$ cat src/rtl/toggle_counter_pkg.sv
// Shared definitions for the toggle_counter block: direction encodings and
// the elaboration-time parameter legality check.
package toggle_counter_pkg;

    localparam logic DIR_UP   = 1'b1;
    localparam logic DIR_DOWN = 1'b0;

    // True when WIDTH is 1..32 and MODULUS is 2..2**WIDTH.
    function automatic bit params_legal(input int width, input longint modulus);
        if (width < 1 || width > 32) begin
            return 1'b0;
        end
        if (modulus < 2) begin
            return 1'b0;
        end
        if (modulus > (longint'(1) << width)) begin
            return 1'b0;
        end
        return 1'b1;
    endfunction

endpackage

$ cat src/rtl/toggle_counter_if.sv
// Control and status bundle for toggle_counter. The master drives the
// clear/load/count controls; the slave (the counter) returns the count,
// its complement, terminal count and the sticky wrap flag.
interface toggle_counter_if #(
    parameter int WIDTH = 8
);
    logic             clr;
    logic             load;
    logic [WIDTH-1:0] load_val;
    logic             en;
    logic             dir;
    logic [WIDTH-1:0] q;
    logic [WIDTH-1:0] q_bar;
    logic             tc;
    logic             ovf;

    modport master (
        output clr, load, load_val, en, dir,
        input  q, q_bar, tc, ovf
    );

    modport slave (
        input  clr, load, load_val, en, dir,
        output q, q_bar, tc, ovf
    );
endinterface

$ cat src/rtl/toggle_counter_tff_cell.sv
// One bit of the counter held in a T-type cell. The complement is kept in
// its own flop so q_bar is a true registered output, not an inverter.
module tff_cell (
    input  logic clk,
    input  logic rst,
    input  logic t,
    output logic q,
    output logic q_bar
);

    // Toggle both flops together; reset forces q=0, q_bar=1 immediately.
    always_ff @(posedge clk or posedge rst) begin
        if (rst) begin
            q     <= 1'b0;
            q_bar <= 1'b1;
        end else if (t) begin
            q     <= ~q;
            q_bar <= q;
        end
    end

endmodule

$ cat src/rtl/toggle_counter.sv
// Modulo up/down counter built from T-type cells, with synchronous clear,
// clamped parallel load, combinational terminal count and a sticky wrap flag.
// Optional feature: define TOGGLE_COUNTER_SAT_EN to saturate at the ends of
// the range instead of wrapping (ovf then flags each blocked step).
module toggle_counter
    import toggle_counter_pkg::*;
#(
    parameter int     WIDTH   = 8,
    parameter longint MODULUS = 256
) (
    input  logic             clk,
    input  logic             rst,
    toggle_counter_if.slave  bus
);

    if (!params_legal(WIDTH, MODULUS)) begin : g_param_check
        $fatal(1, "toggle_counter: WIDTH must be 1..32 and MODULUS 2..2**WIDTH");
    end

    localparam logic [WIDTH-1:0] MAX_VAL = WIDTH'(MODULUS - 1);

    logic [WIDTH-1:0] q_int;
    logic [WIDTH-1:0] q_bar_int;
    logic [WIDTH-1:0] next_q;
    logic [WIDTH-1:0] t;
    logic             ovf_r;
    logic             next_ovf;
    logic             at_max;
    logic             at_zero;

    assign at_max  = (q_int == MAX_VAL);
    assign at_zero = (q_int == '0);

    // Next-count selection: clr beats load beats en, otherwise hold.
    always_comb begin
        next_q   = q_int;
        next_ovf = ovf_r;
        if (bus.clr) begin
            next_q   = '0;
            next_ovf = 1'b0;
        end else if (bus.load) begin
            next_q = (bus.load_val > MAX_VAL) ? MAX_VAL : bus.load_val;
        end else if (bus.en) begin
            if (bus.dir == DIR_UP) begin
                if (at_max) begin
`ifdef TOGGLE_COUNTER_SAT_EN
                    next_q   = q_int;
`else
                    next_q   = '0;
`endif
                    next_ovf = 1'b1;
                end else begin
                    next_q = q_int + WIDTH'(1);
                end
            end else begin
                if (at_zero) begin
`ifdef TOGGLE_COUNTER_SAT_EN
                    next_q   = q_int;
`else
                    next_q   = MAX_VAL;
`endif
                    next_ovf = 1'b1;
                end else begin
                    next_q = q_int - WIDTH'(1);
                end
            end
        end
    end

    assign t = q_int ^ next_q;

    for (genvar i = 0; i < WIDTH; i++) begin : g_bit
        tff_cell u_cell (
            .clk   (clk),
            .rst   (rst),
            .t     (t[i]),
            .q     (q_int[i]),
            .q_bar (q_bar_int[i])
        );
    end

    // Sticky wrap flag; only clr or rst bring it back down.
    always_ff @(posedge clk or posedge rst) begin
        if (rst) begin
            ovf_r <= 1'b0;
        end else begin
            ovf_r <= next_ovf;
        end
    end

    assign bus.q     = q_int;
    assign bus.q_bar = q_bar_int;
    assign bus.ovf   = ovf_r;
    assign bus.tc    = bus.en & (((bus.dir == DIR_UP) & at_max) |
                                 ((bus.dir == DIR_DOWN) & at_zero));

endmodule

$ cat src/flat_wrapper.sv
// flat-port wrapper written by rule: the top's interface ports become plain ports
module toggle_counter_flat import toggle_counter_pkg::*;
#(
    parameter int     WIDTH   = 8,
    parameter longint MODULUS = 256
)
  (clk, rst, bus_clr, bus_load, bus_load_val, bus_en, bus_dir, bus_q, bus_q_bar, bus_tc, bus_ovf);
  toggle_counter_if #(.WIDTH(WIDTH)) bus_i ();
  input  logic clk;
  input  logic rst;
  input wire logic [$bits(bus_i.clr)-1:0] bus_clr;
  input wire logic [$bits(bus_i.load)-1:0] bus_load;
  input wire logic [$bits(bus_i.load_val)-1:0] bus_load_val;
  input wire logic [$bits(bus_i.en)-1:0] bus_en;
  input wire logic [$bits(bus_i.dir)-1:0] bus_dir;
  output wire logic [$bits(bus_i.q)-1:0] bus_q;
  output wire logic [$bits(bus_i.q_bar)-1:0] bus_q_bar;
  output wire logic [$bits(bus_i.tc)-1:0] bus_tc;
  output wire logic [$bits(bus_i.ovf)-1:0] bus_ovf;
  assign bus_i.clr = bus_clr;
  assign bus_i.load = bus_load;
  assign bus_i.load_val = bus_load_val;
  assign bus_i.en = bus_en;
  assign bus_i.dir = bus_dir;
  assign bus_q = bus_i.q;
  assign bus_q_bar = bus_i.q_bar;
  assign bus_tc = bus_i.tc;
  assign bus_ovf = bus_i.ovf;
  toggle_counter #(.WIDTH(WIDTH), .MODULUS(MODULUS)) u_core (.clk(clk), .rst(rst), .bus(bus_i));
endmodule
$ cat config.mk
export PLATFORM = sky130hd
export DESIGN_NAME = toggle_counter_flat
export DESIGN_NICKNAME = d
export VERILOG_FILES = /design/src/rtl/toggle_counter_pkg.sv /design/src/rtl/toggle_counter_if.sv /design/src/rtl/toggle_counter_tff_cell.sv /design/src/rtl/toggle_counter.sv /design/src/flat_wrapper.sv
export SDC_FILE = /design/constraint.sdc
export NUM_CORES = 1
export LEC_CHECK = 0
export ABC_CLOCK_PERIOD_IN_PS = 3150
export BUFFER_PORTS_ARGS = -buffer_cell sky130_fd_sc_hd__buf_4
export CAP_MARGIN = 40
export CORE_MARGIN = 4
export CORE_UTILIZATION = 55
export CTS_CLUSTER_SIZE = 14
export DETAILED_ROUTE_END_ITERATION = 10
export GPL_ROUTABILITY_DRIVEN = 0
export PLACE_DENSITY = 0.82
export SYNTH_ARGS = -nofsm -noshare
export SYNTH_HDL_FRONTEND = slang
export SYNTH_SLANG_ARGS = --single-unit
$ cat constraint.sdc
create_clock -name clk -period 3.15 [get_ports clk]
set_input_delay 0.1575 -clock clk [delete_from_list [all_inputs] [get_ports clk]]
set_output_delay 0.1575 -clock clk [all_outputs]
set_load 0.01 [all_outputs]
Word level (Yosys, flattened, before mapping)
Index checks and enable logic that the tools add are counted.

Logic and storage cells: 54. Output and inout port bits: 18. Flip-flop bits (word level): 17. Bits of input ports: 14.

Reductions and logical operators: 4. Magnitude comparators: 1. Mux-type cells: 13. $add $sub $neg: 2. Bitwise logic cells: 14. Equality and inequality tests: 3.

Operators by type and width (number): $mux W8 (7); $not A1 Y1 (9); $add A8 B1 Y8 const B (1); $eq A8 B8 Y1 const B (1); $gt A8 B8 Y1 const B (1); $logic_not A8 Y1 (1); $sub A8 B1 Y8 const B (1); $xor A8 B8 Y8 (1); $mux W1 (6); $reduce_and A4 Y1 (1); $and A1 B1 Y1 (3); $ne A3 B2 Y1 const B (1); $reduce_bool A3 Y1 (1); $ne A2 B2 Y1 const B (1); $reduce_bool A2 Y1 (1); $or A1 B1 Y1 (1).

Longest topological paths before layout
Word-level depth: 7. Depth in mapped cells: 8. Gate-level depth less buffers: 7.

Hierarchy
From an unflattened synthesis, not the netlist that was laid out.

Cell total of the unflattened synthesis: 169. Area total of the unflattened synthesis: 1431.4 um^2.

Modules (own cells, without submodules): toggle_counter (instances 1, area each 800.8 um^2, seq. area each 25.0 um^2, cells each 129); tff_cell (instances 8, area each 78.8 um^2, seq. area each 51.3 um^2, cells each 5).

Worst setup path before layout
Ideal clock, no wire load.

Kind: register to register. Start point: register u_core.g_bit[0].u_cell.q. End point: register u_core.g_bit[3].u_cell.q_bar. Clock period less this slack: 2066 ps. Arrival: 1983 ps. Buffers on the path: 1. Cell stages (with the launch flop): 9. Slack: 1084 ps. Setup time: 83 ps. Data required time: 3067 ps. Cell sequence: dfrtp_1 > buf_2 > inv_1 > ha_1 > nor3b_1 > a2111oi_1 > a211o_1 > a221o_1 > maj3_2.

Cells in the longest elaborated chain, start to end: 7. Elaborated cells on any way between the ends: 11. Those cells by class: 2 x add/sub; 1 x eq/ne; 6 x mux; 1 x bitwise; 1 x reduce/logical.

RTL lines: start: declaration (line toggle_counter_tff_cell.sv:7) `output logic q,`; start signal: assignment (line toggle_counter_tff_cell.sv:17) `q <= ~q;`; $sub A8 B1 Y8, or another cell as far along (line toggle_counter.sv:64) `next_q = q_int - WIDTH'(1);`; $mux W8 (on tied branches) (line toggle_counter.sv:56, toggle_counter.sv:45); $mux W8 * (line toggle_counter.sv:44) `if (bus.dir == DIR_UP) begin`; $mux W8 * (line toggle_counter.sv:43) `end else if (bus.en) begin`; $mux W8 * (line toggle_counter.sv:41) `end else if (bus.load) begin`; $mux W8 * (line toggle_counter.sv:38) `if (bus.clr) begin`; $xor A8 B8 Y8 * (line toggle_counter.sv:70) `assign t = q_int ^ next_q;`; end signal: assignment (line toggle_counter_tff_cell.sv:18) `q_bar <= q;`; end: declaration (line toggle_counter_tff_cell.sv:8) `output logic q_bar`.

Mark *: on every way between the ends. The rest lies on a longest branch, timed or not. A chain may end at the register's enable or synchronous reset.

Final worst setup path
Same ends and word-level chain as after synthesis.

==> impl_metrics.py <==
metrics = {
    "outcome": {
        "run_status": "complete, no violations",
    },
    "critical_path": {
        "crit_path_max_cell_delay_ns": 0.51,
        "worst-setup-path-type": "flip-flop to flip-flop",
        "cp_max_fo": 13,
        "reg2reg_from": "u_core.g_bit[0].u_cell.q",
        "r2r_end": "u_core.g_bit[3].u_cell.q_bar",
        "worst_setup_path_end_kind": "flip-flop",
        "setup.reg_to_reg.worst_slack_ns": 0.89,
        "crit_required_ns": 3.38,
        "worst-r2r-cell-count": 7,
        "cpMaxStageDelayCell": "sky130_fd_sc_hd__dfrtp_1",
        "critPathBufInv": 1,
        "arrival_ns": 2.50,
        "critical_path.cell_chain": "inv_1 > ha_1 > nor3b_1 > a2111oi_1 > a211o_1 > a221o_1 > maj3_2",
        "timing.critical_path.max_delay_family": "compound AO/OA/AOI/OAI gates",
        "startpoint_type": "flip-flop",
    },
    "layout": {
        "layout.nets": 200,
        "final_util_pct": 62.5,
        "antennaDiodeCount": 0,
        "final_layout_size_suffix_gt1_share_pct": 26.4,
        "area_growth_pct": 9.16,
        "fillers": 218,
    },
    "yosys": {
        "synth-seq-area-share_pct": 31.0,
        "synth_ff_type": "sky130_fd_sc_hd__dfrtp_1",
        "postSynthNetCount": 191,
        "synth.lib_cells_used.distinct": 44,
        "synth.ff_latch_count": 17,
        "netlist_instances": 174,
        "synth.avg_cell_area_um2": 8.08,
        "ys_async_rst_share_pct": 100,
        "netlist_area_mm2": 0.00141,
        "synth_edf_count": 0,
        "synth_warnings": 0,
    },
    "clock_network": {
        "clk_latency_ns": 0.30,
        "htree_levels": 1,
        "post-cts-setup-buffers": 0,
        "cts_root_buf": "sky130_fd_sc_hd__clkbuf_4",
        "cts-buffers-inserted": 3,
        "cts_tree": "yes",
        "postCtsResizedCells": 0,
        "clk_transition_reported_paths_ns": 0.10,
        "numClockSinks": 17,
        "cts-root-to-sink-buffers": 2,
    },
    "drt": {
        "drt_iter0_markers": 57,
        "wl_per_cell_um": 15.1,
        "via_count": 1273,
        "post_drt_via_cell_ratio": 6.00,
        "total_iterations_of_the_first_detailed_routing_run": 5,
        "drt-total-wl_um": 3210,
        "detail_route.drc_violations": 0,
        "final_antenna_net_count": 0,
    },
    "hold_path": {
        "hold_path.class": "input pin to flip-flop",
        "hold_end": "u_core.g_bit[4].u_cell.q",
        "min_delay_src": "bus_clr",
        "timing.hold.worst_path_depth": 2,
    },
    "sta": {
        "rsz0062_at_grt": "no",
        "tightest_slew_ns": 0.658,
        "hold_slack_ns": 0.123,
        "finalHoldViolations": 0,
        "clock-skew-final_ns": 0.00732,
        "slew_headroom_pct": 56.1,
        "timing.final.max_slew_violations": 0,
        "min_period_over_period_pct": 71.9,
        "final_period_minus_worst_setup_slack_ns": 2.26,
        "timing.fmax_mhz": 442,
        "fin_setup_tns_ns": 0,
        "finalSetupViolCount": 0,
    },
    "pwr": {
        "pwr_density_cell_mw_per_mm2": 431,
        "vdd_ir_drop_max_v": 0.000238,
        "leakagePower_nw": 0.683,
        "p_total_w": 0.000662,
    },
    "die": {
        "fp-row-count": 18,
        "die_h_um": 58.6,
        "ioPinCount": 32,
        "area_of_the_die_mm2": 0.00343,
        "start_util_pct": 57.3,
        "floorplan.die.width_um": 58.6,
        "floorplan.core_area_mm2": 0.00245,
    },
    "global_route": {
        "first_global_vias": 1203,
        "grt_overflow": 0,
        "tot_gr_track_use_pct": 20.0,
        "wire_length_of_the_first_global_routing_pass_um": 5330,
        "grt_max_degree": 18,
        "grt_antenna_before_repair": 0,
    },
    "flow_run": {
        "drv_cap": 0,
    },
    "placed_design": {
        "hpwlAfterDp_um": 2290,
        "io_buffers": 31,
    },
}
repair_timing:
action / CTS / global route
hold endpoints to repair: 9 / 0
hold buffers: 1 / 0
endpoints found under the setup margin: 0 / 0
where the power goes:
part | switching (W) | internal (W)
Clock | 0.0000717 | 0.0000494
Sequential | 0.0000470 | 0.000268
Combinational | 0.000112 | 0.000115
Total | 0.000230 | 0.000432
cells in the final DEF, fill, tap and decap left out, types with 2 or more instances in the layout:
master,n
sky130_fd_sc_hd__a21oi_1,18
sky130_fd_sc_hd__or2_2,2
sky130_fd_sc_hd__dfstp_2,8
sky130_fd_sc_hd__a31oi_1,4
sky130_fd_sc_hd__nand3_1,6
sky130_fd_sc_hd__ha_1,3
sky130_fd_sc_hd__nor2_1,10
sky130_fd_sc_hd__a221o_1,2
sky130_fd_sc_hd__inv_1,16
sky130_fd_sc_hd__and3_1,2
sky130_fd_sc_hd__a211o_1,3
sky130_fd_sc_hd__buf_4,31
sky130_fd_sc_hd__nor3_1,2
sky130_fd_sc_hd__nand2_1,8
sky130_fd_sc_hd__o21ai_0,9
sky130_fd_sc_hd__nor4_1,2
sky130_fd_sc_hd__o211ai_1,5
sky130_fd_sc_hd__nand4_1,4
sky130_fd_sc_hd__nand2b_1,3
sky130_fd_sc_hd__xnor2_1,4
sky130_fd_sc_hd__xor2_1,2
sky130_fd_sc_hd__clkbuf_4,3
sky130_fd_sc_hd__nor3b_1,4
sky130_fd_sc_hd__maj3_1,2
sky130_fd_sc_hd__dfrtp_1,9
sky130_fd_sc_hd__o21a_1,2
cell type report:
cell class              count  area [µm²]  share of cell area (%)
clock buffers               4        26.3                    1.71
well taps                  30        37.5                    2.44
flip-flops and latches     17         435                    28.4
multi-input cells         113         733                    47.8
repair buffers             32         243                    15.8
inverters                  16        60.1                    3.91
per-layer routing:
layer | GRT usage [%] | up-vias | routed length (µm)
li1 | - | 610 | -
met5 | 0 | - | 0
met2 | 31.9 | 61 | 1490
met4 | 8.61 | 0 | 90
met1 | 26.7 | 584 | 1410
met3 | 3.51 | 18 | 222
flip-flops by register name (all words and copies together), names as in the netlist:
| signal | count |
|---|---|
| u_core.g_bit.u_cell.q | 8 |
| u_core.g_bit.u_cell.q_bar | 8 |
| u_core.bus.ovf | 1 |
worst max path at each step:
stage,startpoint,to,cells after the start
after floorplan,u_core.g_bit[0].u_cell.q,u_core.g_bit[3].u_cell.q_bar,8
after global placement,u_core.g_bit[3].u_cell.q,u_core.g_bit[3].u_cell.q_bar,5
after detailed placement,u_core.g_bit[0].u_cell.q,u_core.g_bit[3].u_cell.q_bar,7
after CTS,u_core.g_bit[0].u_cell.q,u_core.g_bit[3].u_cell.q_bar,7
after global routing,u_core.g_bit[1].u_cell.q,u_core.g_bit[3].u_cell.q_bar,7
final,u_core.g_bit[0].u_cell.q,u_core.g_bit[3].u_cell.q_bar,7
synth_stat cells, types with 2 or more instances:
library cell               instances  share of area [%]
sky130_fd_sc_hd__buf_4            16                8.5
sky130_fd_sc_hd__o211ai_1          5                2.7
sky130_fd_sc_hd__nor2_1           10                2.7
sky130_fd_sc_hd__and3_1            2               0.89
sky130_fd_sc_hd__nand2_1           8                2.1
sky130_fd_sc_hd__xnor2_1           4                2.5
sky130_fd_sc_hd__a21oi_1          18                6.4
sky130_fd_sc_hd__or2_2             2               0.89
sky130_fd_sc_hd__ha_1              3                2.7
sky130_fd_sc_hd__o21a_1            2                1.1
sky130_fd_sc_hd__nor4_1            2               0.89
sky130_fd_sc_hd__a211o_1           3                1.9
sky130_fd_sc_hd__nor3b_1           4                2.1
sky130_fd_sc_hd__buf_2             4                1.4
sky130_fd_sc_hd__a31oi_1           4                1.8
sky130_fd_sc_hd__inv_1            16                4.3
sky130_fd_sc_hd__maj3_1            2                1.4
sky130_fd_sc_hd__nor3_1            2               0.71
sky130_fd_sc_hd__nand4_1           4                1.8
sky130_fd_sc_hd__clkbuf_1          7                1.9
sky130_fd_sc_hd__dfrtp_1           9                 16
sky130_fd_sc_hd__a221o_1           2                1.4
sky130_fd_sc_hd__nand2b_1          3                1.3
sky130_fd_sc_hd__xor2_1            2                1.2
sky130_fd_sc_hd__nand3_1           6                2.1
sky130_fd_sc_hd__o21ai_0           9                3.2
sky130_fd_sc_hd__dfstp_2           8                 15
kinds of logic after synthesis:
kind of cell             after synthesis  share of synthesized area [%]
flip-flops                            17                           31.0
AND/OR/NAND/NOR                       47                           18.4
multiplexers                           2                           1.51
adder cells (fa/ha/maj)                6                           4.89
AO/OA/AOI/OAI                         52                           23.6
XOR/XNOR                               6                           3.74
buffers and inverters                 44                           16.9
worst reg2reg max path, delay by kind of cell, from the launching register on:
family / cells / cell delay (ns)
adders and majority gates: 2 / 0.50
and+or+nand+nor: 1 / 0.31
buffers and inverters: 1 / 0.13
AOI/OAI and AO/OA: 3 / 0.74
DFF: 1 / 0.51
metrics by stage:
step | std cells | cell area [µm²] | setup WS (ns)
2_1_floorplan | 174 | 1410 | 1.08
3_3_place_gp | 207 | 1500 | 1.05
3_5_place_dp | 207 | 1500 | 0.935
4_1_cts | 212 | 1540 | 0.903
5_1_grt | 212 | 1540 | 0.712
6_report | 212 | 1540 | 0.887
No activity file was read; power rests on OpenSTA's default activity.
